## src/rtl/axi_add_pkg.sv

```systemverilog
// Shared types and helpers for the axi_add frame scheduler.
package axi_add_pkg;

  typedef enum logic [1:0] {
    S_IDLE,
    S_FEED,
    S_WAIT_RES
  } sched_state_e;

  // Wrap-around increment that stays correct for non-power-of-2 counts.
  function automatic int rr_next(input int ptr, input int n);
    return (ptr >= n - 1) ? 0 : ptr + 1;
  endfunction

endpackage

```

## src/rtl/axi_add_sched_rr_pick.sv

```systemverilog
// Round-robin picker: first asserted request at or after ptr, searching upward with wrap.
module rr_pick #(
  parameter int NUM_REQ = 4,
  parameter int ID_W    = $clog2(NUM_REQ)
) (
  input  logic [NUM_REQ-1:0] req,
  input  logic [ID_W-1:0]    ptr,
  output logic [ID_W-1:0]    idx,
  output logic               vld
);

  int              c;
  logic [ID_W-1:0] ci;

  // Scan from the farthest offset down so the nearest candidate is written last.
  always_comb begin
    idx = '0;
    vld = 1'b0;
    c   = 0;
    ci  = '0;
    for (int k = NUM_REQ - 1; k >= 0; k--) begin
      c = int'(ptr) + k;
      if (c >= NUM_REQ) c = c - NUM_REQ;
      ci = ID_W'(c);
      if (req[ci]) begin
        idx = ci;
        vld = 1'b1;
      end
    end
  end

endmodule

```

## src/rtl/axi_add_sched.sv

```systemverilog
// Frame scheduler sharing one axi_add accumulator between NUM_REQ requesters.
// Optional macro AXI_ADD_SCHED_PRIO_EN: requester 0 gets absolute priority.
module axi_add_sched
  import axi_add_pkg::*;
#(
  parameter  int NUM_REQ   = 4,
  parameter  int N         = 8,
  parameter  int NUM_COUNT = 8,
  localparam int ID_W      = $clog2(NUM_REQ)
) (
  input  logic                 clk,
  input  logic                 reset,
  input  logic [NUM_REQ*N-1:0] req_data,
  input  logic [NUM_REQ-1:0]   req_valid,
  output logic [NUM_REQ-1:0]   req_ready,
  output logic [N-1:0]         add_data,
  output logic                 add_valid,
  input  logic                 add_ready,
  input  logic                 add_res_valid,
  output logic                 add_res_ready,
  output logic                 res_valid,
  input  logic                 res_ready,
  output logic [ID_W-1:0]      res_id,
  output logic                 busy
);

  localparam int CNT_W = $clog2(NUM_COUNT + 1);

  sched_state_e    state, state_nxt;
  logic [ID_W-1:0] grant, grant_nxt;
  logic [ID_W-1:0] rr_ptr, rr_ptr_nxt;
  logic [CNT_W-1:0] beat_cnt, beat_cnt_nxt;
  logic [ID_W-1:0] pick_idx, sel_id;
  logic            pick_vld;
  logic [N-1:0]    req_slice [NUM_REQ];

  always_comb begin
    for (int i = 0; i < NUM_REQ; i++) req_slice[i] = req_data[i*N +: N];
  end

  rr_pick #(
    .NUM_REQ (NUM_REQ),
    .ID_W    (ID_W)
  ) u_rr_pick (
    .req (req_valid),
    .ptr (rr_ptr),
    .idx (pick_idx),
    .vld (pick_vld)
  );

`ifdef AXI_ADD_SCHED_PRIO_EN
  assign sel_id = req_valid[0] ? '0 : pick_idx;
`else
  assign sel_id = pick_idx;
`endif

  assign busy = (state != S_IDLE);

  always_ff @(posedge clk or negedge reset) begin
    if (!reset) begin
      state    <= S_IDLE;
      grant    <= '0;
      rr_ptr   <= '0;
      beat_cnt <= '0;
    end else begin
      state    <= state_nxt;
      grant    <= grant_nxt;
      rr_ptr   <= rr_ptr_nxt;
      beat_cnt <= beat_cnt_nxt;
    end
  end

  always_comb begin
    state_nxt     = state;
    grant_nxt     = grant;
    rr_ptr_nxt    = rr_ptr;
    beat_cnt_nxt  = beat_cnt;
    req_ready     = '0;
    add_data      = '0;
    add_valid     = 1'b0;
    add_res_ready = 1'b0;
    res_valid     = 1'b0;
    res_id        = '0;
    case (state)
      S_IDLE: begin
        if (pick_vld) begin
          grant_nxt = sel_id;
          state_nxt = S_FEED;
        end
      end
      S_FEED: begin
        add_data         = req_slice[grant];
        add_valid        = req_valid[grant];
        req_ready[grant] = add_ready;
        if (add_valid && add_ready) begin
          if (beat_cnt == CNT_W'(NUM_COUNT - 1)) begin
            beat_cnt_nxt = '0;
            state_nxt    = S_WAIT_RES;
          end else begin
            beat_cnt_nxt = beat_cnt + 1'b1;
          end
        end
      end
      S_WAIT_RES: begin
        res_valid     = add_res_valid;
        add_res_ready = res_ready;
        res_id        = grant;
        if (add_res_valid && res_ready) begin
          state_nxt = S_IDLE;
`ifdef AXI_ADD_SCHED_PRIO_EN
          // Requester-0 frames leave the round-robin position untouched.
          if (grant != '0) rr_ptr_nxt = ID_W'(rr_next(int'(grant), NUM_REQ));
`else
          rr_ptr_nxt = ID_W'(rr_next(int'(grant), NUM_REQ));
`endif
        end
      end
      default: state_nxt = S_IDLE;
    endcase
  end

endmodule

```

## config.mk

```make
export PLATFORM = sky130hd
export DESIGN_NAME = axi_add_sched
export DESIGN_NICKNAME = d
export VERILOG_FILES = /design/src/rtl/axi_add_pkg.sv /design/src/rtl/axi_add_sched_rr_pick.sv /design/src/rtl/axi_add_sched.sv
export SDC_FILE = /design/constraint.sdc
export NUM_CORES = 1
export LEC_CHECK = 0
export ABC_AREA = 1
export CAP_MARGIN = 20
export CORE_MARGIN = 1
export CORE_UTILIZATION = 43
export DETAILED_ROUTE_END_ITERATION = 8
export HOLD_SLACK_MARGIN = 0.06
export PLACE_DENSITY_LB_ADDON = 0.12
export SYNTH_ARGS = -nofsm -noshare
export SYNTH_HDL_FRONTEND = slang
export SYNTH_SLANG_ARGS = --single-unit
```

## constraint.sdc

```tcl
create_clock -name clk -period 2.9 [get_ports clk]
set_input_delay 0.87 -clock clk [delete_from_list [all_inputs] [get_ports clk]]
set_output_delay 0.87 -clock clk [all_outputs]
set_load 0.05 [all_outputs]
```

# Yosys cells after proc, flatten, opt, wreduce, memory -nomap -nowiden
# Index checks and enable logic that the tools add are counted.
# op_classes
n_addsub	9
magnitude_cmp	12
n_mux	40
n_eq_ne	7
n_reduce_logical	9
n_bitwise	2
# op_table
op	count
$mux W2	14
$mux W8	3
$bmux W8 S2	1
$lt A2 B3 Y1 const B	5
$mux W1	13
$ge A3 B3 Y1 const B	4
$bmux W1 S2	5
$mux W4	2
$ne A2 B2 Y1 const B	4
$sub A2 B1 Y2 const B	4
$add A2 B2 Y3 const B	2
$pmux W2 S3	1
$reduce_and A2 Y1	3
$add A4 B1 Y4 const B	1
$and A4 B4 Y4	1
$eq A4 B3 Y1 const B	1
$reduce_and A4 Y1	1
$add A2 B1 Y3 const B	1
$ge A2 B3 Y1 const B	1
$logic_and A1 B1 Y1	3
$not A2 Y3	1
$add A2 B1 Y2 const B	1
$demux W1 S2	1
$eq A2 B1 Y1 const B	1
other kinds (5)	5
# totals
register_bits	10
out_inout_bits	18

# Logic depth before layout (Yosys ltp)
# depth
depth_word	11
depth_mapped	12

# Cells and area by module
# Synthesis repeated with hierarchy kept, for this count alone.
# unflattened
cells_unflattened	204
hier_area_um2	1179.9
# by_module_without_submodules
module	instances	area_each_um2	cells_each
axi_add_sched	1	964.7	160
rr_pick	1	215.2	44

# Worst setup path after synthesis
# OpenSTA, ideal clock, no wires.
# synth_path
path_type	input-to-output
startpoint	in req_data[0]
endpoint	out add_data[0]
t_arrival_ns	1.825
cell_stages	4
path_slack_ns	0.205
cell_sequence	nor2_1 -> nor2_1 -> o21ai_0 -> a21oi_1
# synth_via
elab_chain_cells	4
# synth_rtl
item	line_no	source
from (decl)	axi_add_sched.sv:13	input logic [NUM_REQ*N-1:0] req_data,
$bmux W8 S2	axi_add_sched.sv:92	add_data = req_slice[grant];
$mux W8 (implied by the code) (2 in series)	axi_add_sched.sv:92	
$mux W8	axi_add_sched.sv:84	case (state)
to (decl)	axi_add_sched.sv:16	output logic [N-1:0] add_data,
# No other way between the ends. The select of a mux whose other input is x is not followed.

# Worst setup path after layout
# layout_path
startpoint	in req_valid[2]
endpoint	out add_valid
# layout_via
elab_chain_cells	3
# layout_rtl
item	line_no	source
from (decl)	axi_add_sched.sv:14	input logic [NUM_REQ-1:0] req_valid,
$bmux W1 S2	axi_add_sched.sv:93	add_valid = req_valid[grant];
$mux W1 (implied by the code)	axi_add_sched.sv:93	
$mux W1	axi_add_sched.sv:84	
to (decl)	axi_add_sched.sv:17	output logic add_valid,
# No other way between the ends. The select of a mux whose other input is x is not followed.

==> flow_summary.json <==
{
  "core_sq_mm": 0.00252,
  "cp_top_family": "buffers and inverters",
  "clockRootBuffer": "clkbuf_4",
  "pwr_density_cell_mw_per_mm2": 1030,
  "p_comb_share_pct": 81.7,
  "remaining_drc_errors": 0,
  "finClkSkew_ns": 0.0113,
  "postSynthCellCount": 195,
  "clock_sinks": 10,
  "grt_pass1_wl_mm": 4.65,
  "boundaryPins": 59,
  "synth_top_area_share_pct": 21.6,
  "cp_num_buf_inv": 3,
  "ant_nets": 0,
  "slew_viol_final": 0,
  "synth_common_cells": "nor2_1, nand2_1, o21ai_0, inv_1, a21oi_1",
  "final_cell_area_sq_mm": 0.00196,
  "antenna_found_initial": 0,
  "insertion_delay_ns": 0.27,
  "layout-drive-gt1-share_pct": 18.8,
  "wirelength_mm": 3.04,
  "fmax_mhz": 348,
  "worst_pin_slew_ns": 0.499,
  "setup-violations-final": 0,
  "netlist_area_sq_mm": 0.00116,
  "synth_most_common_cell": "nor2_1",
  "pre_cts_slack_ns": 0.0359,
  "grt_pass1_vias": 1135,
  "p_seq_share_pct": 12.1,
  "num_rows": 18,
  "drtIter0Drc": 26,
  "ys.warnings.count": 0,
  "dieArea_sq_mm": 0.00291,
  "syn2layout_area_growth_pct": 69.3,
  "crit_cells": 6,
  "min_period_ns": 2.88,
  "rsz0062_at_grt": "yes",
  "vias_per_cell": 4.76,
  "dpl.hpwl_mm": 2.50,
  "synthArstFlopShare_pct": 100,
  "r2r_cells": 8,
  "h-tree-depth": 1,
  "dp_cells": 281,
  "initial_core_util_pct": 45.9,
  "first_pass_iters": 4,
  "finalSetupTns_ns": 0,
  "nets": 302,
  "syn_avg_cell_area_sq_um": 5.94,
  "final_cell_count_no_fill": 285,
  "worstPathCellList": "clkdlybuf4s50_1 > inv_1 > o21ai_0 > nand2_1 > nor2_1 > buf_12",
  "numCtsBuffers": 3,
  "worstSetupStartpointType": "input pin",
  "seq_area_frac_synth_pct": 21.6,
  "clkTransAtPathRegs_ns": 0.07,
  "worstSetupPathType": "input pin to output pin",
  "hold_path.class": "register to register",
  "dpl_cell_area_sq_mm": 0.00192,
  "crit_fanout": 2,
  "p_sw_mw": 1.05,
  "required_ns": 2.03,
  "synth_edf_count": 0,
  "vias": 1357,
  "cts_buffer_depth": 2,
  "holdBufCountCts": 0,
  "intPower_uw": 957,
  "finish.utilization_pct": 77.8,
  "ys_ff_latch": 10,
  "portBuffers": 58,
  "die_h_microns": 53.9,
  "grt_max_degree": 25,
  "synthFlopType": "dfrtp_1",
  "drv_cap": 0,
  "cts_tree": "yes",
  "cp_slowest_stage_delay_ns": 0.49,
  "routedWlPerCell_microns": 10.7,
  "leakage_nw": 0.929,
  "p_sw_share_pct": 52.4,
  "p_clk_share_pct": 6.2,
  "post_cts_buffers": 0,
  "finalCritPeriodShare_pct": 99.2,
  "gp_congestion": 0.788,
  "status": "completed",
  "finalPower_mw": 2.01,
  "end_kind": "output pin",
  "cp.arrival_ns": 2.01,
  "synth.area.top_cells": "dfrtp_1, nor2_1, nand2_1",
  "finalHoldViolCount": 0,
  "die_w_microns": 53.9,
  "holdPathStages": 3,
  "relSlewSlack_pct": 66.6,
  "grt-ovfl-total": 0,
  "max-vdd-ir-drop_mv": 0.934,
  "whs_ns": 0.549,
  "grt_usage_pct": 22.0,
  "yosysUniqueCellTypes": 23,
  "yosys.area.top_type": "dfrtp_1",
  "slowest_stage": "clkdlybuf4s50_1",
  "fin_ws_ns": 0.0242,
  "num_antenna_cells": 0,
  "synth_nets": 241
}
==> power groups by stage <==
stage	sequential [mW]	clock (mW)	combinational, mW
floorplan	0.232	0	1.02
global placement	0.242	0	1.62
detailed placement	0.244	0	1.64
CTS	0.243	0.127	1.64
global route	0.250	0.133	1.77
finish	0.244	0.125	1.64
==> registers in the layout, indices dropped and copies added, names as in the netlist <==
signal    flops
grant         2
state         2
beat_cnt      4
rr_ptr        2
==> layout by cell type, fill, tap and decap left out, types with 2 or more instances in the layout <==
| cell type | count |
|---|---|
| a21oi_1 | 10 |
| a21oi_2 | 2 |
| buf_12 | 16 |
| buf_4 | 6 |
| clkbuf_4 | 3 |
| clkdlybuf4s50_1 | 41 |
| dfrtp_1 | 10 |
| ha_1 | 5 |
| inv_1 | 17 |
| inv_2 | 2 |
| nand2_1 | 41 |
| nand2_2 | 11 |
| nand2_4 | 2 |
| nand3_1 | 7 |
| nor2_1 | 50 |
| nor2_4 | 2 |
| o21ai_0 | 22 |
==> worst min-delay path, stage by stage, from the launching register on <==
cell and delay [ns]:
dfrtp_1 0.34, nor2_1 0.07, o21ai_0 0.07, nand2_1 0.05
==> worst paths after layout <==
| check | startpoint | end | slack (ns) |
|---|---|---|---|
| hold / removal | state[1] | state[0] | 0.55 |
| min in group asynchronous | reset | rr_ptr[0] | 0.91 |
| setup / recovery | req_valid[2] | add_valid | 0.02 |
| setup reg to reg | grant[1] | beat_cnt[2] | 1.33 |
| max in group asynchronous | reset | state[1] | 1.67 |
| hold reg to reg | state[1] | state[0] | 0.55 |
==> cell families (layout without fill, tap and decap cells) <==
| group | after synthesis | count (layout) | synth area share (%) |
|---|---|---|---|
| and+or+nand+nor | 115 | 115 | 43.3 |
| AOI/OAI and AO/OA | 37 | 37 | 17.4 |
| buffers and inverters | 27 | 87 | 11.6 |
| DFF | 10 | 10 | 21.6 |
| adders and majority gates | 5 | 5 | 5.40 |
| xor gates and xnor gates | 1 | 1 | 0.756 |
==> per-layer routing <==
layer | share of wire, % | global-route usage, %
met5 | 0 | 0
met4 | 0.79 | 4.82
met3 | 3.7 | 4.52
met2 | 52 | 38.9
met1 | 43 | 27.0
==> repair_timing <==
| action | 4_1_cts | 5_1_grt |
|---|---|---|
| setup endpoints to repair | 0 | 7 |
| gates resized for setup | 0 | 2 |
| endpoints found under the hold margin | 0 | 0 |
==> layout make-up <==
cell class              count  area, sq um
repair buffers             63          776
clock buffers               4         36.3
multi-input cells         158          782
well taps                  30         37.5
flip-flops and latches     10          250
inverters                  20         80.1
fillers                   190          561
Note: power is estimated with default switching activity, not from simulation.
